$ cat src/rtl/neuron_layer_engine.sv
// neuron_layer_engine: sequencer and MAC datapath for one fully-connected layer.
// Each output neuron reads N activations from neuron_mem and N weights plus a
// bias from the weight ROM (row-major, N+1 words per neuron). It accumulates
// the products, adds the bias, applies ReLU with saturation, and writes the
// result back to neuron_mem.
//
// Ports:
//   clk, reset                  - posedge clock, synchronous active-high reset
//   start                       - one-cycle request, honoured only in IDLE
//   num_inputs, num_outputs     - N and M, latched on an accepted start
//   in_base, out_base, w_base   - base addresses, latched on an accepted start
//   input_addr / neuron_val     - activation read port (one-cycle latency)
//   weight_addr / weight_val    - weight ROM read port (one-cycle latency)
//   write_enable, output_addr,
//   data                        - one-cycle result write strobe
//   busy, done                  - status; done pulses once per job
module neuron_layer_engine #(
    parameter int unsigned FRAC_BITS = 8,
    parameter int unsigned ACC_W     = 40
) (
    input  logic               clk,
    input  logic               reset,
    input  logic               start,
    input  logic        [11:0] num_inputs,
    input  logic        [11:0] num_outputs,
    input  logic        [11:0] in_base,
    input  logic        [11:0] out_base,
    input  logic        [15:0] w_base,
    output logic        [11:0] input_addr,
    input  logic signed [15:0] neuron_val,
    output logic        [15:0] weight_addr,
    input  logic signed [15:0] weight_val,
    output logic               write_enable,
    output logic        [11:0] output_addr,
    output logic signed [15:0] data,
    output logic               busy,
    output logic               done
);

    localparam int unsigned AW      = 12;
    localparam int unsigned DW      = 16;
    localparam int unsigned PW      = 2 * DW;
    localparam int          SAT_MAX = 32767;

    typedef enum logic [2:0] {
        S_IDLE,
        S_MAC,
        S_DRAIN,
        S_BIAS,
        S_WRITE,
        S_DONE
    } state_t;

    state_t                   state;
    logic        [AW-1:0]     n_q;
    logic        [AW-1:0]     m_q;
    logic        [AW-1:0]     in_base_q;
    logic        [AW-1:0]     out_base_q;
    logic        [AW-1:0]     i_q;
    logic        [AW-1:0]     j_q;
    logic signed [DW-1:0]     act_q;
    logic signed [DW-1:0]     w_q;
    logic signed [ACC_W-1:0]  acc;

    logic signed [PW-1:0]     prod_c;
    logic signed [ACC_W-1:0]  prod_ext_c;
    logic signed [ACC_W-1:0]  acc_bias_c;
    logic signed [ACC_W-1:0]  shifted_c;
    logic signed [DW-1:0]     result_c;

    // Product of the previously sampled operand pair, bias add, ReLU and saturation.
    always_comb begin
        prod_c     = PW'(act_q) * PW'(w_q);
        prod_ext_c = ACC_W'(prod_c);
        acc_bias_c = acc + (ACC_W'(w_q) <<< FRAC_BITS);
        shifted_c  = acc_bias_c >>> FRAC_BITS;
        if (shifted_c[ACC_W-1]) begin
            result_c = '0;
        end else if (shifted_c > ACC_W'(SAT_MAX)) begin
            result_c = DW'(SAT_MAX);
        end else begin
            result_c = DW'(shifted_c);
        end
    end

    // Sequencer; all outputs are registered. Operands sampled at the end of
    // one cycle are multiplied and accumulated at the end of the next.
    always_ff @(posedge clk) begin
        if (reset) begin
            state        <= S_IDLE;
            n_q          <= '0;
            m_q          <= '0;
            in_base_q    <= '0;
            out_base_q   <= '0;
            i_q          <= '0;
            j_q          <= '0;
            act_q        <= '0;
            w_q          <= '0;
            acc          <= '0;
            input_addr   <= '0;
            weight_addr  <= '0;
            write_enable <= 1'b0;
            output_addr  <= '0;
            data         <= '0;
            busy         <= 1'b0;
            done         <= 1'b0;
        end else begin
            write_enable <= 1'b0;
            done         <= 1'b0;
            case (state)
                S_IDLE: begin
                    if (start) begin
                        n_q        <= num_inputs;
                        m_q        <= num_outputs;
                        in_base_q  <= in_base;
                        out_base_q <= out_base;
                        i_q        <= '0;
                        j_q        <= '0;
                        acc        <= '0;
                        busy       <= 1'b1;
                        if (num_outputs == '0) begin
                            done  <= 1'b1;
                            state <= S_DONE;
                        end else begin
                            input_addr  <= in_base;
                            weight_addr <= w_base;
                            state       <= (num_inputs != '0) ? S_MAC : S_DRAIN;
                        end
                    end
                end
                S_MAC: begin
                    act_q       <= neuron_val;
                    w_q         <= weight_val;
                    if (i_q != '0) begin
                        acc <= acc + prod_ext_c;
                    end
                    input_addr  <= input_addr + AW'(1);
                    weight_addr <= weight_addr + 16'd1;
                    if (i_q == n_q - AW'(1)) begin
                        i_q   <= '0;
                        state <= S_DRAIN;
                    end else begin
                        i_q <= i_q + AW'(1);
                    end
                end
                S_DRAIN: begin
                    // weight_val now carries the bias word for this neuron
                    w_q <= weight_val;
                    if (n_q != '0) begin
                        acc <= acc + prod_ext_c;
                    end
                    weight_addr <= weight_addr + 16'd1;
                    state       <= S_BIAS;
                end
                S_BIAS: begin
                    data         <= result_c;
                    output_addr  <= out_base_q + j_q;
                    write_enable <= 1'b1;
                    state        <= S_WRITE;
                end
                S_WRITE: begin
                    acc <= '0;
                    if (j_q == m_q - AW'(1)) begin
                        done  <= 1'b1;
                        state <= S_DONE;
                    end else begin
                        j_q        <= j_q + AW'(1);
                        input_addr <= in_base_q;
                        state      <= (n_q != '0) ? S_MAC : S_DRAIN;
                    end
                end
                S_DONE: begin
                    busy  <= 1'b0;
                    state <= S_IDLE;
                end
                default: begin
                    state <= S_IDLE;
                end
            endcase
        end
    end

endmodule

$ cat config.mk
export PLATFORM = sky130hd
export DESIGN_NAME = neuron_layer_engine
export DESIGN_NICKNAME = d
export VERILOG_FILES = /design/src/rtl/neuron_layer_engine.sv
export SDC_FILE = /design/constraint.sdc
export NUM_CORES = 1
export LEC_CHECK = 0
export BUFFER_PORTS_ARGS = -buffer_cell sky130_fd_sc_hd__buf_2
export CAP_MARGIN = 20
export CORE_MARGIN = 2
export CORE_UTILIZATION = 45
export CTS_CLUSTER_SIZE = 40
export DETAILED_ROUTE_END_ITERATION = 6
export PLACE_DENSITY = 0.69
export SETUP_SLACK_MARGIN = 0.3
export SLEW_MARGIN = 0
export SYNTH_ARGS = -nofsm -noshare
export SYNTH_HDL_FRONTEND = slang
export SYNTH_SLANG_ARGS = --single-unit
$ cat constraint.sdc
create_clock -name clk -period 7.7 [get_ports clk]
set_input_delay 0.385 -clock clk [delete_from_list [all_inputs] [get_ports clk]]
set_output_delay 0.385 -clock clk [all_outputs]
set_load 0.01 [all_outputs]
==> results of run 1 <==
what timing repair did:
item                       4_1_cts  5_1_grt
hold endpoints to repair         0        0
resized for setup                0        8
setup endpoints to repair        0        3
power groups by stage:
| stage | sequential [mW] | clock, mW | combinational, mW |
|---|---|---|---|
| floorplan | 1.24 | 0 | 1.13 |
| global placement | 1.29 | 0 | 1.49 |
| detailed placement | 1.29 | 0 | 1.52 |
| CTS | 1.27 | 1.25 | 1.55 |
| global route | 1.28 | 1.29 | 1.74 |
| finish | 1.27 | 1.23 | 1.55 |
final timing paths:
check / start / to / slack [ns] / cells past startpoint
max reg2reg: act_q[15]$_SDFFE_PP0P_ / acc[38]$_SDFFE_PP0P_ / 0.79 / 23
min: neuron_val[13] / act_q[13]$_SDFFE_PP0P_ / 0.05 / 3
min reg2reg: data[4]$_SDFFE_PP0P_ / data[4]$_SDFFE_PP0P_ / 0.46 / 2
max: act_q[15]$_SDFFE_PP0P_ / acc[38]$_SDFFE_PP0P_ / 0.79 / 23
layout make-up:
cell class | instances | area, um^2 | share of cell area, %
Multi-Input combinational cell | 2061 | 17400 | 67.0
Sequential cell | 206 | 4130 | 15.9
Inverter | 433 | 1630 | 6.25
Timing Repair Buffer | 197 | 1090 | 4.20
Tap cell | 688 | 861 | 3.31
Clock buffer | 37 | 772 | 2.97
Clock inverter | 10 | 90.1 | 0.347
synth_stat cells, types with 5 or more instances:
library cell	number
a211oi_1	32
a21o_1	27
a21oi_1	216
a21oi_2	5
a221oi_1	7
a22o_1	15
a22oi_1	14
a311oi_1	5
a31oi_1	13
and2_1	120
and3_1	19
buf_2	14
clkbuf_1	113
dfxtp_1	206
fa_1	332
ha_1	164
inv_1	433
mux2i_1	6
nand2_1	406
nand2b_1	13
nand3_1	41
nand4_1	19
nor2_1	175
nor2b_1	24
nor3_1	36
nor3b_1	9
nor4_1	14
o21a_1	12
o21ai_0	84
o21ai_1	7
o21bai_1	9
o22ai_1	6
o31ai_1	12
o41ai_1	5
or3_1	15
xnor2_1	79
xor2_1	33
worst max-delay path, delay by kind of cell (launching register included):
| family | cells | cell delay, ns |
|---|---|---|
| flops | 1 | 0.73 |
| buf+inv | 5 | 0.49 |
| simple gates | 3 | 0.47 |
| fa+ha+maj | 7 | 3.53 |
| compound gates | 7 | 1.46 |
| xor+xnor | 1 | 0.11 |
layer usage:
layer / vias up / wire, um
li1: 9341 / -
met1: 9781 / 28300
met2: 653 / 29100
met3: 114 / 4470
met4: 0 / 1840
met5: - / 0
kinds of logic after synthesis:
logic type | count (synthesis) | synth area share, %
flip-flops | 206 | 17.4
XOR/XNOR | 112 | 4.14
multiplexers | 9 | 0.459
AND/OR/NAND/NOR | 923 | 18.2
adder cells (fa/ha/maj) | 496 | 36.7
buffers and inverters | 568 | 9.17
AO/OA/AOI/OAI | 521 | 13.9
registers in the layout, indices dropped and copies added, names as in the netlist, 16 cells and up:
name / cells
data: 16
weight_addr: 16
acc: 40
w_q: 16
act_q: 16
layout by cell type (no fill, tap or decap), types with 23 or more instances in the layout:
cell       Yosys  final
a21oi_1      216    215
nor3_1        36     36
nor2b_1       24     23
clkbuf_16      0     26
nor2_1       175    175
a211oi_1      32     32
and2_1       120    121
buf_4          2     39
nand3_1       41     41
a21o_1        27     27
dfxtp_1      206    199
o21ai_0       84     84
xor2_1        33     33
buf_2         14    156
fa_1         332    332
inv_1        433    433
xnor2_1       79     79
ha_1         164    164
nand2_1      406    406
per-stage QoR:
stage / total power [mW] / hold WS [ns]
global route: 4.31 / 0.0551
global placement: 2.78 / 0.436
CTS: 4.07 / 0.0248
finish: 4.05 / 0.0477
detailed placement: 2.81 / 0.442
floorplan: 2.37 / 0.436
==> impl_results.md, run 1 <==
- Syn avg cell area: 8.36 um^2
- Synthesized instance count: 2,835
- Die span in y: 233 um
- Cell chain of the critical path: nand2_1 -> inv_1 -> fa_1 -> fa_1 -> inv_1 -> fa_1 -> inv_1 -> fa_1 -> fa_1 -> inv_1 -> fa_1 -> inv_1 -> ha_1 -> a21o_1 -> a21oi_1 -> nor2b_1 -> nor2_1 -> a31oi_1 -> a21oi_2 -> o31ai_1 -> o41ai_1 -> xnor2_1 -> a22o_1
- Switching Share: 39.6%
- Leak: 12.6 nW
- Finished Layout Cells: 3,632
- GR Overflow Total: 0
- Largest net degree at the start of global routing: 81
- Hpwl dp: 51,100 um
- Via count: 19,900
- Clock Path Buffers: 3
- TritonCTS buffer count: 26
- RD Place Congestion: 0.897
- Worst Path Required: 8.16 ns
- Net count after synthesis: about 3,400
- Core ar.: approximately 52,000 um^2
- Net switching power: 1.61 mW
- Chip width: 233 um
- WP data arrival: 7.37 ns
- Area after DPL: 25,100 um^2
- Post-route setup slack: between 0.7 and 0.8 ns
- Fin. max-slew vios: 0
- Pre-CTS setup slack: 0.629 ns
- # IOs: 158
- Die area: 54,500 um^2
- GRT met1 Usage: 32.8%
- CP startpoint kind: flop
- GRT Total Usage: around a quarter
- Initial DRC count: between 1,000 and 1,500
- Post-synthesis register bit count: 206
- # H-tree levels: 1
- WL per Instance: between 15 and 20 um
- Worst Path Max Fanout: 17
- Met2 Use GR: 39.3%
- Post-layout util: 49.7%
- Comb pwr share: a little under two fifths
- Remaining DRCs: 0
- Vias per cell: approximately 5.5
- Seq pwr share: 31.4%
- Initial core utilization: 45.3%
- Final Hold Fails: 0
- Clk sinks: around 200
- Net count of the finished layout: 3,520
- Vias in the first global route: around 20,000
- Post-route design area: 26,000 um^2
- Max-cap violations: 0
- Worst path max stage delay: about 0.73 ns
- Clock skew: about 0.019 ns
- Ys flop type: dfxtp_1
- Syn-to-layout area delta: 9.67%
- Synth top area cells: fa_1, dfxtp_1, ha_1, inv_1, nand2_1
- Synthesized area: 23,700 um^2
- Top-area cell type share of the netlist area: 28.0%
- Slew headroom: 39.3%
- Placed cells: 3,585
- Reg clk slew, reported paths: 0.07 ns
- Int Pwr: about 2.4 mW
- CP max stage cell: dfxtp_1
- Postcts setup bufs: 0
- Setup Viol. Count Final: 0
- PD cells: between 150 and 200 nW/um^2
- Initial antenna violation count: 1
- Layout cells sized above 1: 9.71%
- First-pass GRT wire length: approximately 110,000 um
- Post-synth EDFFs: 0
- VDD IR-drop max: 0.000137 V
- GRT busiest layer: met2
- Outcome: finished, final reports clean
- Crit path kind: flop to flop
- Yosys cell types: 91
- Final period utilization: 89.7%
- Hold Crit Class: input port to flop
- Min Tclk post-route: 6.91 ns
- IO Port Bufs: 157
- Post-route ant nets: 0
- Clock Power Share: 30.3%
- Ys async rst share: 0%
- CP dominant cell by count: fa_1
- Max frequency: 145 MHz
- Antenna diodes: 0
- Post-route setup TNS: 0 ns
- Pre-Repair DR Iteration Count: 5
- CTS Hold Buffers Added: 0
- Clock root buffer: clkbuf_16
- RSZ-0062 raised after global routing: false
- Sequential fraction of the synthesis area: 17.4%
- Row count: 84
- Met3 Use GR: around 4.7%
- Fillcell total: 4,911
- Yosys warning count: 0
- CTS tree: built
- DRT Wirelength: approximately 64,000 um
- Area leader, netlist: fa_1
- Worst Tran Pin Value: 0.911 ns
- Clk_lat worst skew: 0.57 ns
- CP Capture Type: flop
No activity file was read; power rests on OpenSTA's default activity.
==> run 2, diff against run 1 <==
--- a/config.mk
+++ b/config.mk
@@ -7,6 +7,7 @@
 export LEC_CHECK = 0
 export BUFFER_PORTS_ARGS = -buffer_cell sky130_fd_sc_hd__buf_2
 export CAP_MARGIN = 20
+export CORE_ASPECT_RATIO = 0.9
 export CORE_MARGIN = 2
 export CORE_UTILIZATION = 45
 export CTS_CLUSTER_SIZE = 40
==> constraint.sdc (replaced) <==
create_clock -name clk -period 7.8 [get_ports clk]
set_input_delay 0.39 -clock clk [delete_from_list [all_inputs] [get_ports clk]]
set_output_delay 0.39 -clock clk [all_outputs]
set_load 0.01 [all_outputs]
==> run 2 against run 1 <==
Die area hardly changed. Register-to-register slack worse by 0.11 ns. Non-clock buffer count is 8 lower. Final cell count is 0.22% lower. Critical path type unchanged.
==> impl_results.md, run 2 (synthesis results as in run 1) <==
- Die span in y: 222 um (-5.0%)
- Post-layout power: 4.08 mW (+0.65%)
- CTS tree: built
- Net count of the finished layout: 3,511 (-0.26%)
- GRT Total Usage: 24.1% (about the same)
- Setup Viol. Count Final: 0 (unchanged)
- WL per Instance: 17.8 um (+1.3%)
- Pre-Repair DR Iteration Count: 6 (+1)
- Clk sinks: 206 (unchanged)
- Hold Crit Class: input port to flop
- Worst Path Required: 8.25 ns (+0.09 ns)
- Max FFs per register: 40 (unchanged)
- Hpwl dp: 51,100 um (about the same)
- Commonest non-fill, non-tap cell in the layout: inv_1
- GR Overflow Total: 0 (unchanged)
- Worst Path Max Fanout: 18 (+1)
- CP max stage cell: dfxtp_1
- Fin. max-slew vios: 0 (unchanged)
- First-pass GRT wire length: 107,000 um (+0.37%)
- Initial core utilization: 45.7% (+0.39 points)
- FF-to-FF setup slack: 0.68 ns (-0.11 ns)
- Cell chain of the critical path: nand2_1 -> fa_1 -> inv_1 -> fa_1 -> inv_1 -> fa_1 -> inv_1 -> fa_1 -> fa_1 -> inv_1 -> fa_1 -> inv_1 -> ha_1 -> inv_1 -> nor3_1 -> a221oi_1 -> o311ai_1 -> nand2_1 -> o21a_1 -> o311ai_0 -> xnor2_1 -> a22o_1
- Via count: 19,700 (-1.0%)
- Clock root buffer: clkbuf_16
- Initial DRC count: 1,395 (+12%)
- Min Tclk post-route: 7.12 ns (+0.207 ns)
- DRT Wirelength: 64,500 um (+1.1%)
- Syn-to-layout area delta: 9.74% (about the same)
- Clock Path Buffers: 3 (unchanged)
- VDD IR-drop max: 0.000144 V (+5.6%)
- Clock skew: 0.0196 ns (+0.000827 ns)
- Area after DPL: 25,100 um^2 (-0.26%)
- Leak: 12.6 nW (about the same)
- Crit Reg-Reg Endpoint: acc[39]$_SDFFE_PP0P_
- Outcome: finished, final reports clean
- FF-to-FF Start: w_q[3]$_SDFFE_PP0N_
- Largest Register: acc
- Clk_lat worst skew: 0.57 ns (about the same)
- CP startpoint kind: flop
- Final Hold Fails: 0 (unchanged)
- WP data arrival: 7.57 ns (+0.20 ns)
- Chip width: 246 um (+5.3%)
- Worst Hold End: act_q[4]$_SDFFE_PP0P_
- Max-cap violations: 0 (unchanged)
- Post-route design area: 26,000 um^2 (about the same)
- TritonCTS buffer count: 25 (-3.8%)
- Largest net degree at the start of global routing: 103 (+27%)
- CP Capture Type: flop
- Layout cells sized above 1: 9.54% (-0.17 points)
- Crit path kind: flop to flop
- Row count: 79 (-6.0%)
- PD cells: 157 nW/um^2 (+0.59%)
- Hold Path Stages: 3 (unchanged)
- Worst hold start: neuron_val[4]
- Final period utilization: 91.2% (+1.5 points)
- Reg2reg path depth: 22 (-4.3%)
- Pre-CTS setup slack: 0.519 ns (-0.110 ns)
- Remaining DRCs: 0 (unchanged)
- Initial antenna violation count: 1 (unchanged)
- Die area: 54,500 um^2 (about the same)
- Core ar.: 51,900 um^2 (-0.85%)
- RSZ-0062 raised after global routing: false
- RD Place Congestion: 0.953 (+6.3%)
- # IOs: 158 (unchanged)
- Post-route setup TNS: 0 ns (unchanged)
- Worst Tran Pin Value: 1.04 ns (+0.130 ns)
- # H-tree levels: 1 (unchanged)
- Postcts setup bufs: 0 (unchanged)
- IO Port Bufs: 157 (unchanged)
- Reg clk slew, reported paths: 0.07 ns (about the same)
- Most frequent cells in the layout: inv_1, nand2_1, fa_1
- Vias per cell: 5.43 (-0.79%)
- Slew headroom: 28.8% (-10 points)
- Vias in the first global route: 20,100 (-1.5%)
- Worst path max stage delay: 0.73 ns (about the same)
- Max frequency: 141 MHz (-2.9%)
- Post-route ant nets: 0 (unchanged)
- Post-route setup slack: 0.683 ns (-0.107 ns)
[run 2: cell types whose count changed in the layout (fill, tap and decap cells not counted), moves of 3 or more]
cell	previous run	this run
bufinv_16	0	4
dfxtp_1	199	195
dfxtp_2	7	11
buf_4	39	31
clkinvlp_4	3	0
clkbuf_8	8	5
[run 2: critical path: cells and delay by family (launching register included)]
| family | cells | cell delay (ns) |
|---|---|---|
| AOI/OAI and AO/OA | 5 | 1.57 |
| adders and majority gates | 7 | 3.62 |
| DFF | 1 | 0.73 |
| xor gates and xnor gates | 1 | 0.12 |
| buffers and inverters | 6 | 0.34 |
| and+or+nand+nor | 3 | 0.60 |
[run 2: layout make-up]
class | instances | area [um^2]
clock inverter | 11 | 181
fill | 4893 | 25900
inverter | 433 | 1630
timing repair buffer | 189 | 1070
tap | 688 | 861
multi-input combinational | 2061 | 17400
clock buffer | 34 | 709
antenna | 2 | 5.00
sequential | 206 | 4140
[run 2: metrics by stage]
step | hold WS, ns | instances | utilization, %
2_1_floorplan | 0.436 | 2835 | -
3_3_place_gp | 0.434 | 3573 | 48.2
3_5_place_dp | 0.442 | 3574 | 48.3
4_1_cts | 0.0432 | 3619 | 50.0
5_1_grt | 0.0609 | 3623 | 50.1
6_report | 0.0526 | 3624 | 50.1
[run 2: worst max path at each step]
stage | depth (start not counted) | slack, ns | end | startpoint
after global routing | 22 | 0.32 | acc[39]$_SDFFE_PP0P_ | w_q[3]$_SDFFE_PP0N_
after global placement | 22 | 0.82 | acc[39]$_SDFFE_PP0P_ | act_q[9]$_SDFFE_PP0P_
after floorplan | 25 | 1.28 | acc[39]$_SDFFE_PP0P_ | w_q[9]$_SDFFE_PP0N_
after CTS | 22 | 0.52 | acc[39]$_SDFFE_PP0P_ | w_q[7]$_SDFFE_PP0N_
final | 22 | 0.68 | acc[39]$_SDFFE_PP0P_ | w_q[3]$_SDFFE_PP0N_
after detailed placement | 22 | 0.52 | acc[39]$_SDFFE_PP0P_ | w_q[7]$_SDFFE_PP0N_
[run 2: routing by layer]
metal | vias to the layer above | global-route usage [%] | share of wire, %
met1 | 9594 | 33.9 | 45
met3 | 129 | 4.36 | 6.8
met4 | 0 | 6.53 | 3.2
li1 | 9325 | - | -
met2 | 641 | 38.0 | 45
met5 | - | 0 | 0
[run 2: power by group]
| part | total (mW) | internal [mW] | leakage, nW | switching [mW] |
|---|---|---|---|---|
| clock network | 1.29 | 0.774 | 0.440 | 0.511 |
| logic | 1.52 | 0.592 | 10.5 | 0.932 |
| registers | 1.27 | 1.13 | 1.68 | 0.139 |
[run 2: timing repair]
| item | in CTS | in global routing |
|---|---|---|
| resized for setup | 0 | 12 |
| setup endpoints to repair | 0 | 4 |
| hold buffers | 0 | 0 |
| endpoints found under the hold margin | 0 | 0 |
